==> config.mk <==
export PLATFORM = sky130hd
export DESIGN_NAME = stopwatch_ctrl
export DESIGN_NICKNAME = d
export VERILOG_FILES = /design/src/rtl/stopwatch_ctrl.sv
export SDC_FILE = /design/constraint.sdc
export NUM_CORES = 1
export LEC_CHECK = 0
export ABC_AREA = 1
export CORE_MARGIN = 2
export CORE_UTILIZATION = 60
export CTS_BUF_LIST = sky130_fd_sc_hd__clkbuf_4 sky130_fd_sc_hd__clkbuf_8
export CTS_CLUSTER_DIAMETER = 60
export DETAILED_ROUTE_END_ITERATION = 16
export DONT_BUFFER_PORTS = 1
export GPL_ROUTABILITY_DRIVEN = 1
export GPL_TIMING_DRIVEN = 0
export PLACE_DENSITY = 0.76
export SLEW_MARGIN = 20
export SYNTH_ARGS = -nofsm -noshare
export SYNTH_HDL_FRONTEND = slang
export SYNTH_SLANG_ARGS = --single-unit
==> constraint.sdc <==
create_clock -name clk_i -period 3.1 [get_ports clk_i]
set_input_delay 0.62 -clock clk_i [delete_from_list [all_inputs] [get_ports clk_i]]
set_output_delay 0.62 -clock clk_i [all_outputs]
set_load 0.01 [all_outputs]
==> src/rtl/stopwatch_ctrl.sv <==
// stopwatch_ctrl: MM:SS BCD stopwatch with start/stop, lap freeze, clear and preset keys.
// Optional alarm flag is built only when STOPWATCH_CTRL_ALARM_EN is defined.
module stopwatch_ctrl #(
  parameter int TICK_COUNT = 50000000,
  parameter int PRESET_MIN = 59,
  parameter int ALARM_MIN  = 1
) (
  input  logic       clk_i,
  input  logic       rst_i,
  input  logic [3:0] key_i,
  output logic [3:0] digit0_o,
  output logic [3:0] digit1_o,
  output logic [3:0] digit2_o,
  output logic [3:0] digit3_o,
  output logic       running_o,
  output logic       lap_active_o,
  output logic       tick_o,
  output logic       alarm_o
);

  // state    | meaning
  // ST_IDLE  | stopped, awaiting start
  // ST_RUN   | prescaler counting, time advancing
  // ST_PAUSE | stopped, partial second retained
  localparam logic [1:0] ST_IDLE  = 2'd0;
  localparam logic [1:0] ST_RUN   = 2'd1;
  localparam logic [1:0] ST_PAUSE = 2'd2;

  localparam int PW = (TICK_COUNT > 1) ? $clog2(TICK_COUNT) : 1;
  localparam logic [PW-1:0] PRESC_LAST = PW'(TICK_COUNT - 1);
  localparam logic [3:0] PRE_MT = 4'(PRESET_MIN / 10);
  localparam logic [3:0] PRE_MU = 4'(PRESET_MIN % 10);

  logic [3:0]      key_s1_q, key_s2_q, key_s3_q;
  logic [3:0]      press;
  logic [1:0]      state_q, state_d;
  logic [PW-1:0]   presc_q, presc_d;
  logic [3:0][3:0] time_q, time_d, time_inc, snap_q, snap_d;
  logic            lap_q, lap_d, tick_q, tick_d, running_q;
  logic            in_run, clr_go, start_go, preset_go;

  always_ff @(posedge clk_i or posedge rst_i) begin
    if (rst_i) begin
      key_s1_q <= 4'hF;
      key_s2_q <= 4'hF;
      key_s3_q <= 4'hF;
    end else begin
      key_s1_q <= key_i;
      key_s2_q <= key_s1_q;
      key_s3_q <= key_s2_q;
    end
  end

  assign press = key_s3_q & ~key_s2_q;

  // Clear is only effective outside RUN; when effective it beats start, which beats preset.
  assign in_run    = (state_q == ST_RUN);
  assign clr_go    = press[2] & ~in_run;
  assign start_go  = press[0] & ~clr_go;
  assign preset_go = press[3] & ~in_run & ~clr_go & ~press[0];

  always_comb begin
    time_inc = time_q;
    if (time_q[0] != 4'd9) begin
      time_inc[0] = time_q[0] + 4'd1;
    end else begin
      time_inc[0] = 4'd0;
      if (time_q[1] != 4'd5) begin
        time_inc[1] = time_q[1] + 4'd1;
      end else begin
        time_inc[1] = 4'd0;
        if (time_q[2] != 4'd9) begin
          time_inc[2] = time_q[2] + 4'd1;
        end else begin
          time_inc[2] = 4'd0;
          time_inc[3] = (time_q[3] == 4'd5) ? 4'd0 : time_q[3] + 4'd1;
        end
      end
    end
  end

  always_comb begin
    state_d = state_q;
    presc_d = presc_q;
    time_d  = time_q;
    snap_d  = snap_q;
    lap_d   = lap_q;
    tick_d  = 1'b0;

    if (clr_go)        state_d = ST_IDLE;
    else if (start_go) state_d = in_run ? ST_PAUSE : ST_RUN;

    if (in_run) begin
      if (presc_q == PRESC_LAST) begin
        presc_d = '0;
        tick_d  = 1'b1;
      end else begin
        presc_d = presc_q + 1'b1;
      end
    end

    if (tick_q) time_d = time_inc;

    if (clr_go) begin
      time_d  = '0;
      presc_d = '0;
    end else if (preset_go) begin
      time_d  = {PRE_MT, PRE_MU, 4'd0, 4'd0};
      presc_d = '0;
    end

    if (clr_go) begin
      lap_d = 1'b0;
    end else if (press[1]) begin
      lap_d = ~lap_q;
      if (!lap_q) snap_d = time_q;
    end
  end

  always_ff @(posedge clk_i or posedge rst_i) begin
    if (rst_i) begin
      state_q   <= ST_IDLE;
      presc_q   <= '0;
      time_q    <= '0;
      snap_q    <= '0;
      lap_q     <= 1'b0;
      tick_q    <= 1'b0;
      running_q <= 1'b0;
    end else begin
      state_q   <= state_d;
      presc_q   <= presc_d;
      time_q    <= time_d;
      snap_q    <= snap_d;
      lap_q     <= lap_d;
      tick_q    <= tick_d;
      running_q <= (state_d == ST_RUN);
    end
  end

  assign digit0_o     = lap_q ? snap_q[0] : time_q[0];
  assign digit1_o     = lap_q ? snap_q[1] : time_q[1];
  assign digit2_o     = lap_q ? snap_q[2] : time_q[2];
  assign digit3_o     = lap_q ? snap_q[3] : time_q[3];
  assign running_o    = running_q;
  assign lap_active_o = lap_q;
  assign tick_o       = tick_q;

`ifdef STOPWATCH_CTRL_ALARM_EN
  localparam logic [3:0] ALM_MT = 4'(ALARM_MIN / 10);
  localparam logic [3:0] ALM_MU = 4'(ALARM_MIN % 10);

  logic adv_q, alarm_q;

  // adv_q marks a cycle whose time value came from counting, so preset never arms the alarm.
  always_ff @(posedge clk_i or posedge rst_i) begin
    if (rst_i) begin
      adv_q   <= 1'b0;
      alarm_q <= 1'b0;
    end else begin
      adv_q <= tick_q & ~clr_go & ~preset_go;
      if (start_go || clr_go)
        alarm_q <= 1'b0;
      else if (adv_q && in_run && (time_q == {ALM_MT, ALM_MU, 8'h00}))
        alarm_q <= 1'b1;
    end
  end

  assign alarm_o = alarm_q;
`else
  assign alarm_o = 1'b0;
`endif

endmodule

=== Word level (Yosys, flattened, before mapping) ===
Index checks and enable logic that the tools add are counted.
W data, S select, Z words.

* Add/subtract/negate cells: 5
* Eq/ne operators: 10
* Muxes and demuxes: 25
* Bitwise operators: 11
* Reduce and logical (&&, ||, !) cells: 7

{| class="wikitable"
|+ Operators by type and width
! operator !! count
|-
| $mux W26 || 4
|-
| $mux W16 || 3
|-
| $mux W4 || 9
|-
| $add A26 B1 Y26 const B || 1
|-
| $eq A26 B26 Y1 const B || 1
|-
| $add A4 B1 Y4 const B || 4
|-
| $mux W12 || 1
|-
| $ne A3 B3 Y1 const B || 3
|-
| $mux W8 || 1
|-
| $ne A4 B4 Y1 const B || 2
|-
| $mux W2 || 3
|-
| $reduce_and A3 Y1 || 2
|-
| $reduce_bool A3 Y1 || 2
|-
| $and A1 B1 Y1 || 5
|-
| $and A4 B4 Y4 || 1
|-
| $eq A2 B1 Y1 const B || 2
|-
| $eq A4 B3 Y1 const B || 1
|-
| $mux W1 || 4
|-
| $ne A4 B3 Y1 const B || 1
|-
| $not A1 Y1 || 4
|-
| $not A4 Y4 || 1
|-
| $reduce_and A4 Y1 || 1
|-
| $reduce_and A2 Y1 || 1
|-
| $reduce_bool A2 Y1 || 1
|}

* Flip-flop bits (word level): 75
* Input bits: 6
* Output and inout port bits: 20
* Word-level logic and storage cells: 74

=== Logic depth before layout (Yosys ltp) ===
Gate-level depths: netlist of the first run.

* Depth after elaboration: 8
* Gate-level depth with buffers: 10
* Mapped depth without buffers: 10

=== Least setup slack after synthesis of the first run ===
No wires, ideal clock.

* Kind: flip-flop to flip-flop
* Start: reg key_s2_q[0]
* End: reg presc_q[19]
* Setup time: 0.119 ns
* Arrival time: 1.484 ns
* Data required time: 2.981 ns
* Setup slack: 1.498 ns
* Stages on the path, launching flop included: 9
* Buffers on the path: 1
* Period minus slack after synthesis: 1.602 ns
* Cells stage by stage: dfstp_2 -> inv_1 -> nand2_1 -> nand3_2 -> nor2_4 -> nor2_8 -> a21oi_4 -> buf_12 -> nor2_2

* Word-level cells in the longest chain between the ends: 6
* Elaborated cells on any way between the ends: 7
* Classes of those cells: mux: 2; bitwise: 4; reduce/logical: 1

{| class="wikitable"
|+ RTL lines
! element !! RTL line !! RTL
|-
| start, declared || 34 || <nowiki>logic [3:0] key_s1_q, key_s2_q, key_s3_q;</nowiki>
|-
| start signal, assigned || 49 || <nowiki>key_s2_q <= key_s1_q;</nowiki>
|-
| $not A4 Y4 * || 54 || <nowiki>assign press = key_s3_q & ~key_s2_q;</nowiki>
|-
| $and A4 B4 Y4 * || 54 ||
|-
| $not A1 Y1 * || 60 || <nowiki>assign preset_go = press[3] & ~in_run & ~clr_go & ~press[0];</nowiki>
|-
| $and A1 B1 Y1 * || 60 ||
|-
| $mux W26 || 107 || <nowiki>end else if (preset_go) begin</nowiki>
|-
| $mux W26 || 104 || <nowiki>if (clr_go) begin</nowiki>
|-
| end signal, assigned || 131 || <nowiki>presc_q <= presc_d;</nowiki>
|-
| end, declared || 37 || <nowiki>logic [PW-1:0] presc_q, presc_d;</nowiki>
|}

Every way passes the cells marked *; elsewhere a longest branch is shown, timed or not.
A chain may end at the register's enable or synchronous reset.

=== Worst setup path in the final report of the first run ===
* Start: reg lap_q (netlist: lap_active_o)
* End: out digit0_o[0]

* Word-level cells in the longest chain between the ends: 1

{| class="wikitable"
|+ RTL lines
! element !! RTL line !! RTL
|-
| start, declared || 39 || <nowiki>logic lap_q, lap_d, tick_q, tick_d, running_q;</nowiki>
|-
| start signal, assigned || 134 || <nowiki>lap_q <= lap_d;</nowiki>
|-
| $mux W4 || 140 || <nowiki>assign digit0_o = lap_q ? snap_q[0] : time_q[0];</nowiki>
|-
| end, declared || 11 || <nowiki>output logic [3:0] digit0_o,</nowiki>
|}

Every way passes these cells.

==> metrics.txt, run 1 <==
Syn. warnings=0; syn_nets=510; Max VDD drop=0.412 mV; Die X-Extent=86.3 um; Psw=1140 uW; WS Path Type=flip-flop to output pin; Vias/cell=5.57; clk slew on worst S/H paths=0.08 ns; headroom to the max-slew limit=61.6%; final worst slack=0.940 ns; pre-CTS setup slack=1.21 ns; register share of total power=43.2%; number of diodes=0; Least-Margin Pin Slew=0.571 ns; worst hold-check path type=input pin to async pin; DRT iter0 DRCs=172; Max Freq=463 MHz; Seq cells post-synth=75; Fin. Hold Viols=0; most common cell in the netlist=nand2_1; area delta synth->final=8.60%; CTS buffer count=9; final setup TNS=0 ns; cell taking the most area after synthesis=dfrtp_1; Port Buffers=0; Syn Inst Count=495; GRT Resource Usage Total=24.6%; Cell Area, Synth=4060 um2; leading post-synthesis cells by cell area=dfrtp_1, nand2_1, dfstp_2; Post-Route WL=8260 um; Seq/Total Area, Yosys=46.6%; switching part of the total=37.0%; RSZ-0062 raised after global routing=false; number of core rows=29; Final Util=68.3%; Hold Buf Count CTS=0; vias in the first global route=3275; Power Density=701 nW/um2; Post-synth EDFFs=0; Startpoint Class=flip-flop; Post-synth top cells=nand2_1, dfrtp_1, inv_1; largest net degree at the start of global routing=52; Post-DP HPWL=6030 um; area of the multi-input gates=1860 um2; initial antenna violation count=0; register area=1890 um2; core area=6460 um2; Root Buffer=clkbuf_8; Max Slew Vio Count=0; Req. time, crit path=2.48 ns; CTS H-tree depth=3; share of the synthesized area in the top cell type=38.8%; DR vias=3283; Initial Util=62.9%; GP Congestion=0.887; CTS tree=built; Mean Syn Cell Area=8.20 um2; GRT Residual Overflow=0; crit path max fanout=10; Clock power frac=27.3%; Internal=1950 uW; P_leak=0.00200 uW; post_cts resized=0; total of max-cap violations=0; run status=finished, final reports clean; ratio of cells with drive above 1 in the final layout=16.2%; Filler cells=543; Worst Skew=0.0118 ns; DRT antenna net count=0; Net count, final=522; Finish-stage setup viols=0; Post CTS Setup Buffer Count=0; Top FF cell, synth=dfrtp_1; post-synthesis cell type count=37; part of the cycle the worst path needs=69.7%; Post-route DRC=0; minimum clock period after layout=2.16 ns; worst skew pair latency=0.36 ns; I/O pins=26; WL/cell=14.0 um; Die Height=86.3 um; die area=7440 um2; First-pass DRT Iterations=4; power share of the combinational group=29.6%; Critical Path End Type=output pin; Worst EP arrival=1.54 ns; asr flop ratio synth=100%; first-pass GRT wire length=14400 um; CTS sink cnt=75; clock buffer depth=2
==> through the flow <==
stage	total power [uW]	hold WS, ns	area (um2)	std cells
2_1_floorplan	2040	0.345	4060	495
3_3_place_gp	2220	0.346	4160	572
3_5_place_dp	2260	0.347	4190	573
4_1_cts	3110	0.106	4410	589
5_1_grt	3290	0.123	4410	589
6_report	3090	0.101	4410	589
==> area by class of cell <==
type                    instances  share of cell area [%]
flip-flops and latches         75                    42.9
multi-input cells             352                    42.3
inverters                      58                    5.05
clock buffers                  12                    3.32
well taps                      77                    2.19
plain buffers                  10                    1.93
clock inverters                 4                    1.73
repair buffers                  1                   0.624
==> worst max-delay path, cell delays in order, from the launching register on <==
cell and delay, ns:
dfrtp_1 0.50, clkbuf_1 0.40, nand2_1 0.09, o21ai_0 0.20
==> placed cells by master (no fill, tap or decap), types with 9 or more instances in the layout <==
cell and instances:
nand2_1 121, dfrtp_1 63, inv_1 54, nor2_1 48, nand3_1 39, o21ai_0 29
nand4_1 14, o21ai_2 12, nor2_2 12, dfstp_2 12, nor3_1 11, xor2_1 9
ha_1 9, clkbuf_8 9
==> layer usage <==
| metal | global-route usage (%) | vias to the layer above | part of all wire [%] |
|---|---|---|---|
| met2 | 42.6 | 79 | 49 |
| met3 | 4.48 | 22 | 4.4 |
| met1 | 29.8 | 1553 | 44 |
| li1 | - | 1629 | - |
| met4 | 11.2 | 0 | 2.6 |
| met5 | 0 | - | 0 |
==> state kept, by name, summed over array words and instances (netlist names) <==
name,flops
snap_q,16
lap_active_o,1
key_s2_q,4
key_s1_q,4
running_o,1
presc_q,26
key_s3_q,4
state_q,2
tick_o,1
time_q,16
==> power by group through the flow <==
| stage | sequential (uW) | clock (uW) | combinational (uW) |
|---|---|---|---|
| floorplan | 1310 | 0 | 735 |
| finish | 1330 | 842 | 914 |
| detailed placement | 1350 | 0 | 917 |
| global route | 1360 | 893 | 1040 |
| CTS | 1330 | 858 | 920 |
| global placement | 1340 | 0 | 877 |
==> path summary, 6_finish.rpt <==
path	from	end	slack, ns	depth (start not counted)
worst max-delay path	lap_active_o$_DFFE_PP0P_	digit0_o[0]	0.94	3
worst min-delay path	rst_i	presc_q[1]$_DFFE_PP0P_	0.10	1
worst max register to register	time_q[5]$_DFFE_PP0P_	time_q[9]$_DFFE_PP0P_	1.19	7
worst min register to register	key_s1_q[2]$_DFF_PP1_	key_s2_q[2]$_DFF_PP1_	0.36	0
max in group asynchronous	rst_i	key_s3_q[2]$_DFF_PP1_	2.43	2
min in group clk_i	key_i[1]	key_s1_q[1]$_DFF_PP1_	0.25	0
==> logic make-up after synthesis <==
logic type	share of synthesized area, %
and+or+nand+nor	30.4
xor gates and xnor gates	3.02
adders and majority gates	2.77
DFF	46.6
other	0.0924
AOI/OAI and AO/OA	9.61
buffers and inverters	7.52
No activity file was read; power rests on OpenSTA's default activity.
==> run 2: changes to the inputs <==
--- a/config.mk
+++ b/config.mk
@@ -5,16 +5,16 @@
 export SDC_FILE = /design/constraint.sdc
 export NUM_CORES = 1
 export LEC_CHECK = 0
-export ABC_AREA = 1
+export ABC_AREA = 0
 export CORE_MARGIN = 2
-export CORE_UTILIZATION = 60
+export CORE_UTILIZATION = 59
 export CTS_BUF_LIST = sky130_fd_sc_hd__clkbuf_4 sky130_fd_sc_hd__clkbuf_8
 export CTS_CLUSTER_DIAMETER = 60
 export DETAILED_ROUTE_END_ITERATION = 16
 export DONT_BUFFER_PORTS = 1
 export GPL_ROUTABILITY_DRIVEN = 1
 export GPL_TIMING_DRIVEN = 0
-export PLACE_DENSITY = 0.76
+export PLACE_DENSITY = 0.78
 export SLEW_MARGIN = 20
 export SYNTH_ARGS = -nofsm -noshare
 export SYNTH_HDL_FRONTEND = slang
==> constraint.sdc (replaced) <==
create_clock -name clk_i -period 1.9 [get_ports clk_i]
set_input_delay 0.38 -clock clk_i [delete_from_list [all_inputs] [get_ports clk_i]]
set_output_delay 0.38 -clock clk_i [all_outputs]
set_load 0.01 [all_outputs]
==> metrics.txt, run 2 <==
Max Freq=520 MHz; number of core rows=28; DRT antenna net count=0; Net count, final=406; top flop regs=presc_q: 26 flops, snap_q: 16 flops, time_q: 16 flops; WL/cell=15.4 um; most common cell after layout, fill and taps aside=dfrtp_1; CP delay by family, top=flip-flops; asr flop ratio synth=100%; Vias/cell=5.83; Max Slew Vio Count=0; Die X-Extent=82.9 um; worst skew pair latency=0.35 ns; initial antenna violation count=0; ratio of cells with drive above 1 in the final layout=33.3%; Cell Area, Synth=3680 um2; Largest register FFs=26; I/O pins=26; final setup TNS=-0.193 ns; Post-synth top cells=dfrtp_1, nor2_1, nand2_1; post-synthesis cell type count=49; core area=5960 um2; Die Height=82.9 um; Seq/Total Area, Yosys=51.5%; run status=finished with violations; number of diodes=0; CTS H-tree depth=3; Post-Route WL=7250 um; minimum clock period after layout=1.92 ns; most common cell in the netlist=dfrtp_1; Max VDD drop=0.882 mV; slowest library cell on the worst path=dfstp_2; die area=6880 um2; total of max-cap violations=0; vias in the first global route=2665; Top FF cell, synth=dfrtp_1; commonest non-fill, non-tap cells in the layout=dfrtp_1, nand2_1, mux2_2, o21ai_0; DR vias=2745; Syn Inst Count=354; WS Path Type=flip-flop to flip-flop; Post-synth EDFFs=0; cell taking the most area after synthesis=dfrtp_1; CTS buffer count=9; Post-DP HPWL=4580 um; CTS sink cnt=75; Startpoint Class=flip-flop; Port Buffers=0; syn_nets=369; Final Util=73.8%; first-pass GRT wire length=12100 um; leading post-synthesis cells by cell area=dfrtp_1, dfstp_2, mux2_2; Syn. warnings=0; clock buffer depth=2; Filler cells=413; Req. time, crit path=2.13 ns; Worst Skew=0.00749 ns; failing checks=setup timing; part of the cycle the worst path needs=101%; Crit path buffers/inverters=1; Worst EP arrival=2.16 ns; GRT Residual Overflow=0; Power Density=906 nW/um2; GP Congestion=0.867; CTS tree=built; Root Buffer=clkbuf_8; clk slew on worst S/H paths=0.07 ns; crit path max fanout=10; final worst slack=-0.0239 ns; Initial Util=61.7%; share of the synthesized area in the top cell type=42.9%; Critical Path End Type=flip-flop; Inst Count DP=431; fin cells=471; Mean Syn Cell Area=10.4 um2; First-pass DRT Iterations=5; CP max stage delay=0.54 ns; RSZ-0062 raised after global routing=true; P_leak=0.00186 uW; Finish-stage setup viols=22; crit path cell chain=and2b_1 -> a211oi_4 -> clkbuf_4 -> nor4b_1 -> xnor2_1 -> nor2_4; Post-route DRC=0; GRT Resource Usage Total=21.6%; largest net degree at the start of global routing=36; Seq cells post-synth=75; Fin. Hold Viols=0; worst hold-check path type=flip-flop to flip-flop; largest register by flop count=presc_q; area delta synth->final=19.6%; DRT iter0 DRCs=172
==> run 2: changes by cell type in the layout (fill, tap and decap cells not counted), moves of 20 or more <==
cell     delta
buf_4      +20
inv_1      -50
mux2_2     +25
nand2_1    -87
nand3_1    -27
nor2_1     -26
==> run 2: logic make-up after synthesis <==
logic type | share of synthesized area, %
simple gates | 21.7
flops | 51.5
compound gates | 8.03
mux | 7.93
xor+xnor | 5.00
buf+inv | 2.69
fa+ha+maj | 3.06
other cells | 0.102
==> run 2: path summary, 6_finish.rpt <==
kind / startpoint / end / slack [ns] / cells past startpoint
min in group asynchronous: rst_i / snap_q[6]$_DFFE_PP0P_ / 0.43 / 2
min: key_s1_q[1]$_DFF_PP1_ / key_s2_q[1]$_DFF_PP1_ / 0.36 / 0
max: key_s2_q[3]$_DFF_PP1_ / presc_q[9]$_DFFE_PP0P_ / -0.02 / 6
min reg2reg: key_s1_q[1]$_DFF_PP1_ / key_s2_q[1]$_DFF_PP1_ / 0.36 / 0
max in group asynchronous: rst_i / key_s1_q[0]$_DFF_PP1_ / 0.97 / 3
max reg2reg: key_s2_q[3]$_DFF_PP1_ / presc_q[9]$_DFFE_PP0P_ / -0.02 / 6
==> run 2: cell type report <==
cell class	instances	area, um2	area share (%)
Sequential cell	75	1900	43.1
Inverter	5	22.5	0.512
Clock inverter	4	51.3	1.17
Multi-Input combinational cell	259	1830	41.6
Buffer	15	116	2.65
Clock buffer	12	146	3.33
Timing Repair Buffer	26	240	5.46
Tap cell	75	93.8	2.13
==> run 2: worst register-to-register path, cell delays in order (launching register included) <==
cell and delay, ns:
dfstp_2 0.54, and2b_1 0.22, a211oi_4 0.36, clkbuf_4 0.28, nor4b_1 0.08, xnor2_1 0.27
nor2_4 0.06
==> run 2: power by group <==
group          switching (uW)  internal, uW  leakage [uW]
registers                 152          1750      0.000984
logic                     465           385      0.000779
clock network             584           652      0.000101
==> run 2: routing by layer <==
layer	wire, um	vias up	global-route usage, %
met5	0	-	0
met4	147	0	8.64
met3	298	17	5.96
met2	3640	77	35.0
met1	3170	1339	27.6
li1	-	1312	-
==> run 2: what timing repair did <==
item                                   4_1_cts  5_1_grt
gates resized for setup                     23       45
endpoints found under the hold margin        6        4
setup buffers                               11        6
cloned                                       2        0
setup endpoints to repair                   60       39
pin swaps                                    6        9
hold buffers                                 1        4
==> run 2: stage by stage <==
step	worst slack, ns	power, uW	cell area (um2)	hold WS, ns
floorplan	0.0143	2450	3680	0.345
global placement	-0.292	2590	3780	0.346
detailed placement	-0.311	2630	3820	0.195
CTS	0.000404	3940	4190	0.0146
global route	-0.110	4200	4400	0.366
finish	-0.0239	3980	4400	0.357
==> run 3: changes to the inputs <==
==> constraint.sdc (replaced) <==
create_clock -name clk_i -period 1.7 [get_ports clk_i]
set_input_delay 0.34 -clock clk_i [delete_from_list [all_inputs] [get_ports clk_i]]
set_output_delay 0.34 -clock clk_i [all_outputs]
set_load 0.01 [all_outputs]
==> metrics.txt, run 3 (same netlist as run 2, synthesis figures left out) <==
Fin. Hold Viols=0; part of the cycle the worst path needs=114%; minimum clock period after layout=1.93 ns; Inst Count DP=431; total of max-cap violations=0; vias in the first global route=2913; most common cell after layout, fill and taps aside=dfrtp_1; GRT Residual Overflow=0; Root Buffer=clkbuf_8; initial antenna violation count=0; DR vias=2933; Initial Util=61.7%; switching part of the total=30.7%; worst skew pair latency=0.35 ns; Worst Skew=0.0139 ns; CTS sink cnt=75; GP Congestion=0.769; run status=finished with violations; Req. time, crit path=1.93 ns; CTS buffer count=9; I/O pins=26; WS Path Type=flip-flop to flip-flop; Clock power frac=30.9%; Post-DP HPWL=5030 um; Filler cells=337; GRT Resource Usage Total=24.3%; DRT antenna net count=0; Psw=1540 uW; register share of total power=42.6%; failing checks=setup timing; number of diodes=0; Max Freq=518 MHz; RSZ-0062 raised after global routing=true; Power Density=1070 nW/um2; Largest register FFs=26; clk slew on worst S/H paths=0.09 ns; Max Slew Vio Count=0; die area=6880 um2; crit path max fanout=10; ratio of cells with drive above 1 in the final layout=37.7%; final worst slack=-0.232 ns; largest net degree at the start of global routing=35; area delta synth->final=27.7%; Net count, final=421; Worst EP arrival=2.16 ns; worst hold-check path type=flip-flop to flip-flop; power share of the combinational group=26.5%; Port Buffers=0; clock buffer depth=2; Max VDD drop=0.801 mV; Finish-stage setup viols=41; first-pass GRT wire length=13800 um; Die Height=82.9 um; Startpoint Class=flip-flop; DRT iter0 DRCs=171; commonest non-fill, non-tap cells in the layout=dfrtp_1, nand2_1, buf_4, nor2_1, xnor2_1; Internal=3490 uW; Die X-Extent=82.9 um; WL/cell=17.8 um; CTS H-tree depth=3; Critical Path End Type=flip-flop; CTS tree=built; P_leak=0.00199 uW; Post-Route WL=8660 um; number of core rows=28; core area=5960 um2; largest register by flop count=presc_q; Post-route DRC=0; Total Power=5030 uW; top flop regs=presc_q: 26 flops, snap_q: 16 flops, time_q: 16 flops; fin cells=486; First-pass DRT Iterations=4; Vias/cell=6.03
-- run 3: final timing paths --
path / from / to / depth (start not counted) / slack (ns)
worst min register to register: key_s1_q[0]$_DFF_PP1_ / key_s2_q[0]$_DFF_PP1_ / 0 / 0.36
worst max register to register: key_s2_q[3]$_DFF_PP1_ / presc_q[24]$_DFFE_PP0P_ / 6 / -0.23
worst min-delay path: key_s1_q[0]$_DFF_PP1_ / key_s2_q[0]$_DFF_PP1_ / 0 / 0.36
min in group asynchronous: rst_i / snap_q[15]$_DFFE_PP0P_ / 2 / 0.46
worst max-delay path: key_s2_q[3]$_DFF_PP1_ / presc_q[24]$_DFFE_PP0P_ / 6 / -0.23
max in group asynchronous: rst_i / key_s2_q[1]$_DFF_PP1_ / 3 / 0.69
-- run 3: stage by stage --
step / worst slack (ns) / hold WS, ns / utilization (%) / TNS, ns / area (um2)
after global placement: -0.331 / 0.345 / 64.5 / -11.99 / 3840
after CTS: -0.231 / 0.360 / 75.1 / -4.98 / 4470
after global routing: -0.324 / 0.366 / 78.8 / -8.15 / 4700
final: -0.232 / 0.360 / 78.8 / -4.84 / 4700
after detailed placement: -0.343 / 0.219 / 65.1 / -13.50 / 3880
after floorplan: -0.0948 / 0.344 / - / -1.37 / 3750
-- run 3: critical path, stage by stage (launching register included) --
cell and delay [ns]:
dfstp_2 0.54, and2b_1 0.23, a211oi_4 0.37, clkbuf_2 0.30, nor4_1 0.11, xnor2_1 0.21
nor2_2 0.06
-- run 3: layout make-up --
| cell class | count | area [um2] | share of cell area [%] |
|---|---|---|---|
| multi-input combinational | 259 | 1900 | 40.4 |
| buffer | 15 | 159 | 3.38 |
| tap | 75 | 93.8 | 2.00 |
| timing repair buffer | 41 | 398 | 8.47 |
| sequential | 75 | 1900 | 40.4 |
| inverter | 5 | 22.5 | 0.480 |
| clock buffer | 10 | 138 | 2.93 |
| clock inverter | 6 | 88.8 | 1.89 |
-- run 3: power groups by stage --
| stage | sequential, uW | combinational [uW] | clock, uW |
|---|---|---|---|
| 2_1_floorplan | 2100 | 668 | 0 |
| 3_3_place_gp | 2130 | 804 | 0 |
| 3_5_place_dp | 2140 | 840 | 0 |
| 4_1_cts | 2120 | 1060 | 1550 |
| 5_1_grt | 2170 | 1420 | 1640 |
| 6_report | 2140 | 1330 | 1560 |
-- run 3: metal layers --
metal	routed length [um]	track usage, %	vias to the layer above
met5	0	0	-
met4	191	7.15	0
met3	337	4.17	21
met2	4320	41.2	79
met1	3820	32.3	1482
li1	-	-	1351
-- run 3: repair_timing --
action	4_1_cts	5_1_grt
hold endpoints to repair	15	0
setup endpoints to repair	70	66
setup buffers	22	6
cloned	3	3
pin swaps	9	12
hold buffers	5	0
gates resized for setup	41	45
